===== config.mk =====
export PLATFORM = sky130hd
export DESIGN_NAME = out_bcd_conv
export DESIGN_NICKNAME = d
export VERILOG_FILES = /design/src/rtl/out_bcd_conv.sv
export SDC_FILE = /design/constraint.sdc
export NUM_CORES = 1
export LEC_CHECK = 0
export CELL_PAD_IN_SITES_DETAIL_PLACEMENT = 0
export CELL_PAD_IN_SITES_GLOBAL_PLACEMENT = 2
export CORE_UTILIZATION = 38
export DETAILED_ROUTE_END_ITERATION = 8
export PLACE_DENSITY = 0.79
export SLEW_MARGIN = 40
export SYNTH_ARGS = -nofsm -noshare
export SYNTH_HDL_FRONTEND = slang
export SYNTH_SLANG_ARGS = --single-unit
export TNS_END_PERCENT = 100

===== constraint.sdc =====
create_clock -name clk -period 2.6 [get_ports clk]
set_input_delay 0.26 -clock clk [delete_from_list [all_inputs] [get_ports clk]]
set_output_delay 0.26 -clock clk [all_outputs]
set_load 0.1 [all_outputs]

===== src/rtl/out_bcd_conv.sv =====
// Binary-to-packed-BCD converter for the CPU `out` port, using a sequential double-dabble engine.
// Define OUT_BCD_SIGNED_EN to treat `in` as two's complement and report the sign separately.
module out_bcd_conv #(
  parameter int unsigned DATA_WIDTH = 16,
  parameter int unsigned DIGITS     = 5
) (
  input  logic                  clk,
  input  logic                  rst_n,
  input  logic [DATA_WIDTH-1:0] in,
  output logic [4*DIGITS-1:0]   bcd,
  output logic                  sign,
  output logic                  valid,
  output logic                  busy
);

  localparam int unsigned BCD_W = 4 * DIGITS;
  localparam int unsigned CNT_W = $clog2(DATA_WIDTH + 1);

  typedef enum logic [1:0] {
    IDLE = 2'd0,
    CONV = 2'd1,
    DONE = 2'd2
  } state_t;

  state_t                state_q, state_d;
  logic [CNT_W-1:0]      cnt_q, cnt_d;
  logic [DATA_WIDTH-1:0] last_q, last_d;
  logic [DATA_WIDTH-1:0] opr_q, opr_d;
  logic [BCD_W-1:0]      scr_q, scr_d;
  logic [BCD_W-1:0]      bcd_q, bcd_d;
  logic                  valid_q, valid_d;
  logic                  busy_q, busy_d;

  logic [BCD_W-1:0]      adj;
  logic [DATA_WIDTH-1:0] mag;

`ifdef OUT_BCD_SIGNED_EN
  logic                  sign_pend_q, sign_pend_d;
  logic                  sign_q, sign_d;
  logic [DATA_WIDTH-1:0] in_neg;

  // The most negative input wraps to itself, which reads correctly as the unsigned magnitude.
  assign in_neg = ~in + DATA_WIDTH'(1);
  assign mag    = in[DATA_WIDTH-1] ? in_neg : in;
  assign sign   = sign_q;
`else
  assign mag  = in;
  assign sign = 1'b0;
`endif

  // Double-dabble correction: bump every digit of 5 or more before it is doubled.
  always_comb begin
    adj = scr_q;
    for (int unsigned i = 0; i < DIGITS; i++) begin
      if (scr_q[4*i +: 4] >= 4'd5) begin
        adj[4*i +: 4] = scr_q[4*i +: 4] + 4'd3;
      end
    end
  end

  // Next-state and datapath.
  always_comb begin
    state_d = state_q;
    cnt_d   = cnt_q;
    last_d  = last_q;
    opr_d   = opr_q;
    scr_d   = scr_q;
    bcd_d   = bcd_q;
    valid_d = 1'b0;
`ifdef OUT_BCD_SIGNED_EN
    sign_pend_d = sign_pend_q;
    sign_d      = sign_q;
`endif
    case (state_q)
      IDLE: begin
        if (in != last_q) begin
          last_d  = in;
          opr_d   = mag;
          scr_d   = '0;
          cnt_d   = CNT_W'(DATA_WIDTH);
          state_d = CONV;
`ifdef OUT_BCD_SIGNED_EN
          sign_pend_d = in[DATA_WIDTH-1];
`endif
        end
      end
      CONV: begin
        if (cnt_q == '0) begin
          state_d = DONE;
        end else begin
          scr_d = {adj[BCD_W-2:0], opr_q[DATA_WIDTH-1]};
          opr_d = {opr_q[DATA_WIDTH-2:0], 1'b0};
          cnt_d = cnt_q - CNT_W'(1);
        end
      end
      DONE: begin
        bcd_d   = scr_q;
        valid_d = 1'b1;
        state_d = IDLE;
`ifdef OUT_BCD_SIGNED_EN
        sign_d  = sign_pend_q;
`endif
      end
      default: begin
        state_d = IDLE;
      end
    endcase
    busy_d = (state_d != IDLE);
  end

  // State and output registers.
  always_ff @(posedge clk or negedge rst_n) begin
    if (!rst_n) begin
      state_q <= IDLE;
      cnt_q   <= '0;
      last_q  <= '0;
      opr_q   <= '0;
      scr_q   <= '0;
      bcd_q   <= '0;
      valid_q <= 1'b0;
      busy_q  <= 1'b0;
    end else begin
      state_q <= state_d;
      cnt_q   <= cnt_d;
      last_q  <= last_d;
      opr_q   <= opr_d;
      scr_q   <= scr_d;
      bcd_q   <= bcd_d;
      valid_q <= valid_d;
      busy_q  <= busy_d;
    end
  end

`ifdef OUT_BCD_SIGNED_EN
  always_ff @(posedge clk or negedge rst_n) begin
    if (!rst_n) begin
      sign_pend_q <= 1'b0;
      sign_q      <= 1'b0;
    end else begin
      sign_pend_q <= sign_pend_d;
      sign_q      <= sign_d;
    end
  end
`endif

  assign bcd   = bcd_q;
  assign valid = valid_q;
  assign busy  = busy_q;

endmodule


==> results <==
- The flow ran to the end, and the final reports show no timing, DRC or antenna violations.
- The horizontal extent of the die is 103 um.
- The initial utilization of the core area, before any placement, comes to 0.395.
- The number of antenna cells inserted is 0.
- The first-pass GRT wire length is 12,500 um.
- Headroom to the max-slew limit came out at 0.569.
- The post-synthesis cell area is 3890 um2.
- The worst path needs 2.28 ns of the cycle, external delays included.
- In the final design database the tool counted 396 nets.
- The number of clock buffers inserted by TritonCTS is 9.
- TritonCTS built the clock tree.
- For met2 alone, demand over resource in global routing was 0.237.
- The routed wirelength normalized by instance count is 14.4 um.
- After routing, the total negative slack on setup checks comes to 0 ns.
- At the later pin of the worst-skew pair, clock insertion delay measures 0.36 ns.
- The total of endpoints with negative setup slack in the final report is 0.
- Summed over all cells, the static leakage comes to 2.18 nW.
- The initial antenna violation count is 0.
- After global routing the overflow that remains totals 0.
- The first-pass iteration count of the detailed router is 4.
- The number of primary I/O pins is 41.
- In this run the core area contains 36 standard-cell rows.
- The met3 usage in global routing is 0.0289.
- The finished cells cover 4640 um2.
- The worst setup slack after placement is 0.00404 ns.
- The worst path meets setup with 0.317 ns of slack.
- Setup repair after global routing left no endpoint under its margin.
- The post-placement cell count is 487.
- The minimum setup slack among reg-to-reg paths is 0.32 ns.
- The fmax is 438 MHz.
- The detail route stage leaves a number of antenna-violating nets equal to 0.
- The worst hold path class is input pin to async pin.
- The cell count after synthesis is 319.
- After clock tree synthesis, the clock-pin slew on the worst setup and hold paths is 0.09 ns.
- The maximum fanout count along the critical path is 27.
- At the end of routability-driven placement, the weighted congestion stood at 0.734.
- The number of global-route vias before repair is 2,481.
- The worst path required time is 2.85 ns.
- The H-tree generated during clock tree synthesis spans 3 levels.
- The number of buffers on the longest clock path is 2.
- The worst setup path is launched from a flip-flop.
- Clock skew on the completed layout was measured at 0.0158 ns.
- The number of DRC violations after detailed routing is 0.
- The end-of-flow core utilization is 0.471.
- In this run the standard cell core region covers 9860 um2.
- Of the cells placed in the final design, the portion with a size suffix greater than 1 is 0.292.
- The number of storage elements in the synthesis netlist is 81.
- For this run, the number of standard cells in the final layout without fillers is 503.
- In this run, the number of DRC markers left after iteration 0 of detailed routing was 60.
- Counting every sink on the clock net gives 81.
- The busiest layer in global routing is met2.
- The final layout contains routed wiring with a total length of 7250 um.
- The synthesized net count is 349.
- The root cell of the clock tree is clkbuf_8.
- Across the run, the number of max-cap violations was 0.
- Compared with the post-synthesis result, the final layout area differs by 19.3%.
- The number of vias per cell is 5.05.
- The sort of element at the end of the critical path is a flip-flop.
- Dividing the final minimum period by the clock period gives 0.878.
- The sequential-to-total area share from yosys stat is 0.521.
- The die area is 10,700 um2.
- For this run, the total global-route usage over all layers was measured as 0.158.
- For met1 alone, demand over resource in global routing was 0.218.
- The worst path arrival time is 2.53 ns.
- The via count is 2,539.
- The mean instance size in the synthesized netlist is 12.2 um2.
- The maximum number of pins on one net before global-route repair is 82.
- From bottom edge to top edge, the die measures 103 um.
- The max-slew violation count is 0.
- The post-CTS resize count is 0.
- The path type of the worst setup path is flip-flop to flip-flop.
- Summed over all nets, the half-perimeter wirelength after detailed placement is 4810 um.
- Synthesis instantiated 44 different standard cells from the library.
- The worst supply voltage drop on vdd is 588 uV.
- The final count of hold timing violations is 0.
- The slew at the pin with the worst max-slew slack is 0.638 ns.
- For this design the ratio of total power to cell area is 1330 nW/um2.
- Hold is met by 0.471 ns.
- Overall power consumption after layout is estimated at 6.19 mW.
- The post-placement cell area is 4420 um2.
- The port buffer count is 39.
- Yosys printed 0 warnings.
## critical path, cell delays in order (launching register included)
cell and delay [ns]:
dfrtp_1 0.38, inv_1 0.12, ha_1 0.21, nor4b_1 0.55
a21oi_1 0.22, o21ai_4 0.12, buf_12 0.22, mux2_2 0.35
## layout make-up
class,count,area [um2]
fillers,921,5220
repair buffers,49,448
clock inverters,5,80.1
well taps,133,166
clock buffers,10,138
multi-input cells,208,1720
flip-flops and latches,81,2030
inverters,17,63.8
## cell usage in the layout, fill, tap and decap left out, drive strengths merged, types with 2 or more instances in the layout
cell type,instances
a22o,11
a31o,5
nor2,7
o21ai,27
and3,5
clkinvlp,2
nand2,19
clkbuf,10
xor2,16
nor4,4
ha,12
mux2,55
dfrtp,81
nor3,5
nor3b,3
bufinv,2
xnor2,5
buf,32
inv,17
o2bb2ai,5
a21oi,10
clkdlybuf4s50,16
nand2b,4
## kinds of logic after synthesis
family / count (synthesis) / synth area share
buffers and inverters: 30 / 0.0386
DFF: 81 / 0.521
other: 1 / 0.000963
muxes: 56 / 0.171
adders and majority gates: 12 / 0.0386
xor gates and xnor gates: 21 / 0.0472
and+or+nand+nor: 53 / 0.0691
AOI/OAI and AO/OA: 65 / 0.114
## state kept, by name (all words and copies together), names as in the netlist
signal / count
bcd: 20
busy: 1
cnt_q: 5
last_q: 16
opr_q: 16
scr_q: 20
state_q: 2
valid: 1
## Yosys cell counts
cell type  count  area, um2
a21o_1         1       7.51
a21oi_1       10       50.1
a221o_1        1       10.0
a22o_1        11       96.3
a31o_2         5       43.8
and2_1         1       6.26
and3_1         5       31.3
buf_1          1       3.75
buf_2          3       15.0
buf_4          4       30.0
buf_6          1       11.3
buf_8          1       15.0
clkbuf_1       3       11.3
conb_1         1       3.75
dfrtp_1       81       2030
ha_1          12        150
inv_1         16       60.1
inv_2          1       3.75
mux2_1         3       33.8
mux2_2        42        473
mux2_4        10        150
mux2i_1        1       10.0
nand2_1       19       71.3
nand2b_1       4       25.0
nand3_1        1       5.00
nand3b_1       1       7.51
nand4_1        1       6.26
nor2_1         6       22.5
nor2_2         1       6.26
nor2b_1        1       6.26
nor3_1         5       25.0
nor3b_1        3       22.5
nor4_1         4       25.0
nor4b_1        1       8.76
o21ai_0       26        130
o21ai_4        1       16.3
o21bai_1       1       7.51
o2bb2ai_1      5       43.8
o31a_1         1       8.76
o31ai_1        1       7.51
o32a_1         1       10.0
o41a_1         1       11.3
xnor2_1        5       43.8
xor2_1        16        140
## power breakdown
part	internal, mW	switching [mW]
Sequential	1.80	0.403
Combinational	1.26	1.71
Clock	0.560	0.463
## layer usage
metal | share of wire | routed length (um)
met5 | 0 | 0
met4 | 0.020 | 142
met3 | 0.025 | 183
met2 | 0.46 | 3310
met1 | 0.50 | 3620
## repair_timing
action | 4_1_cts | 5_1_grt
hold buffers | 1 | 0
setup endpoints to repair | 0 | 0
endpoints found under the hold margin | 81 | 0
setup buffers | 0 | 0
## path summary, 6_finish.rpt
path | startpoint | to | depth (start not counted)
setup reg to reg | cnt_q[0] | opr_q[15] | 7
min in group clk | bcd[13] | bcd[13] | 2
hold reg to reg | bcd[13] | bcd[13] | 2
setup / recovery | cnt_q[0] | opr_q[15] | 7
hold / removal | rst_n | valid | 3
max in group asynchronous | rst_n | last_q[4] | 3
No activity file was read; power rests on OpenSTA's default activity.
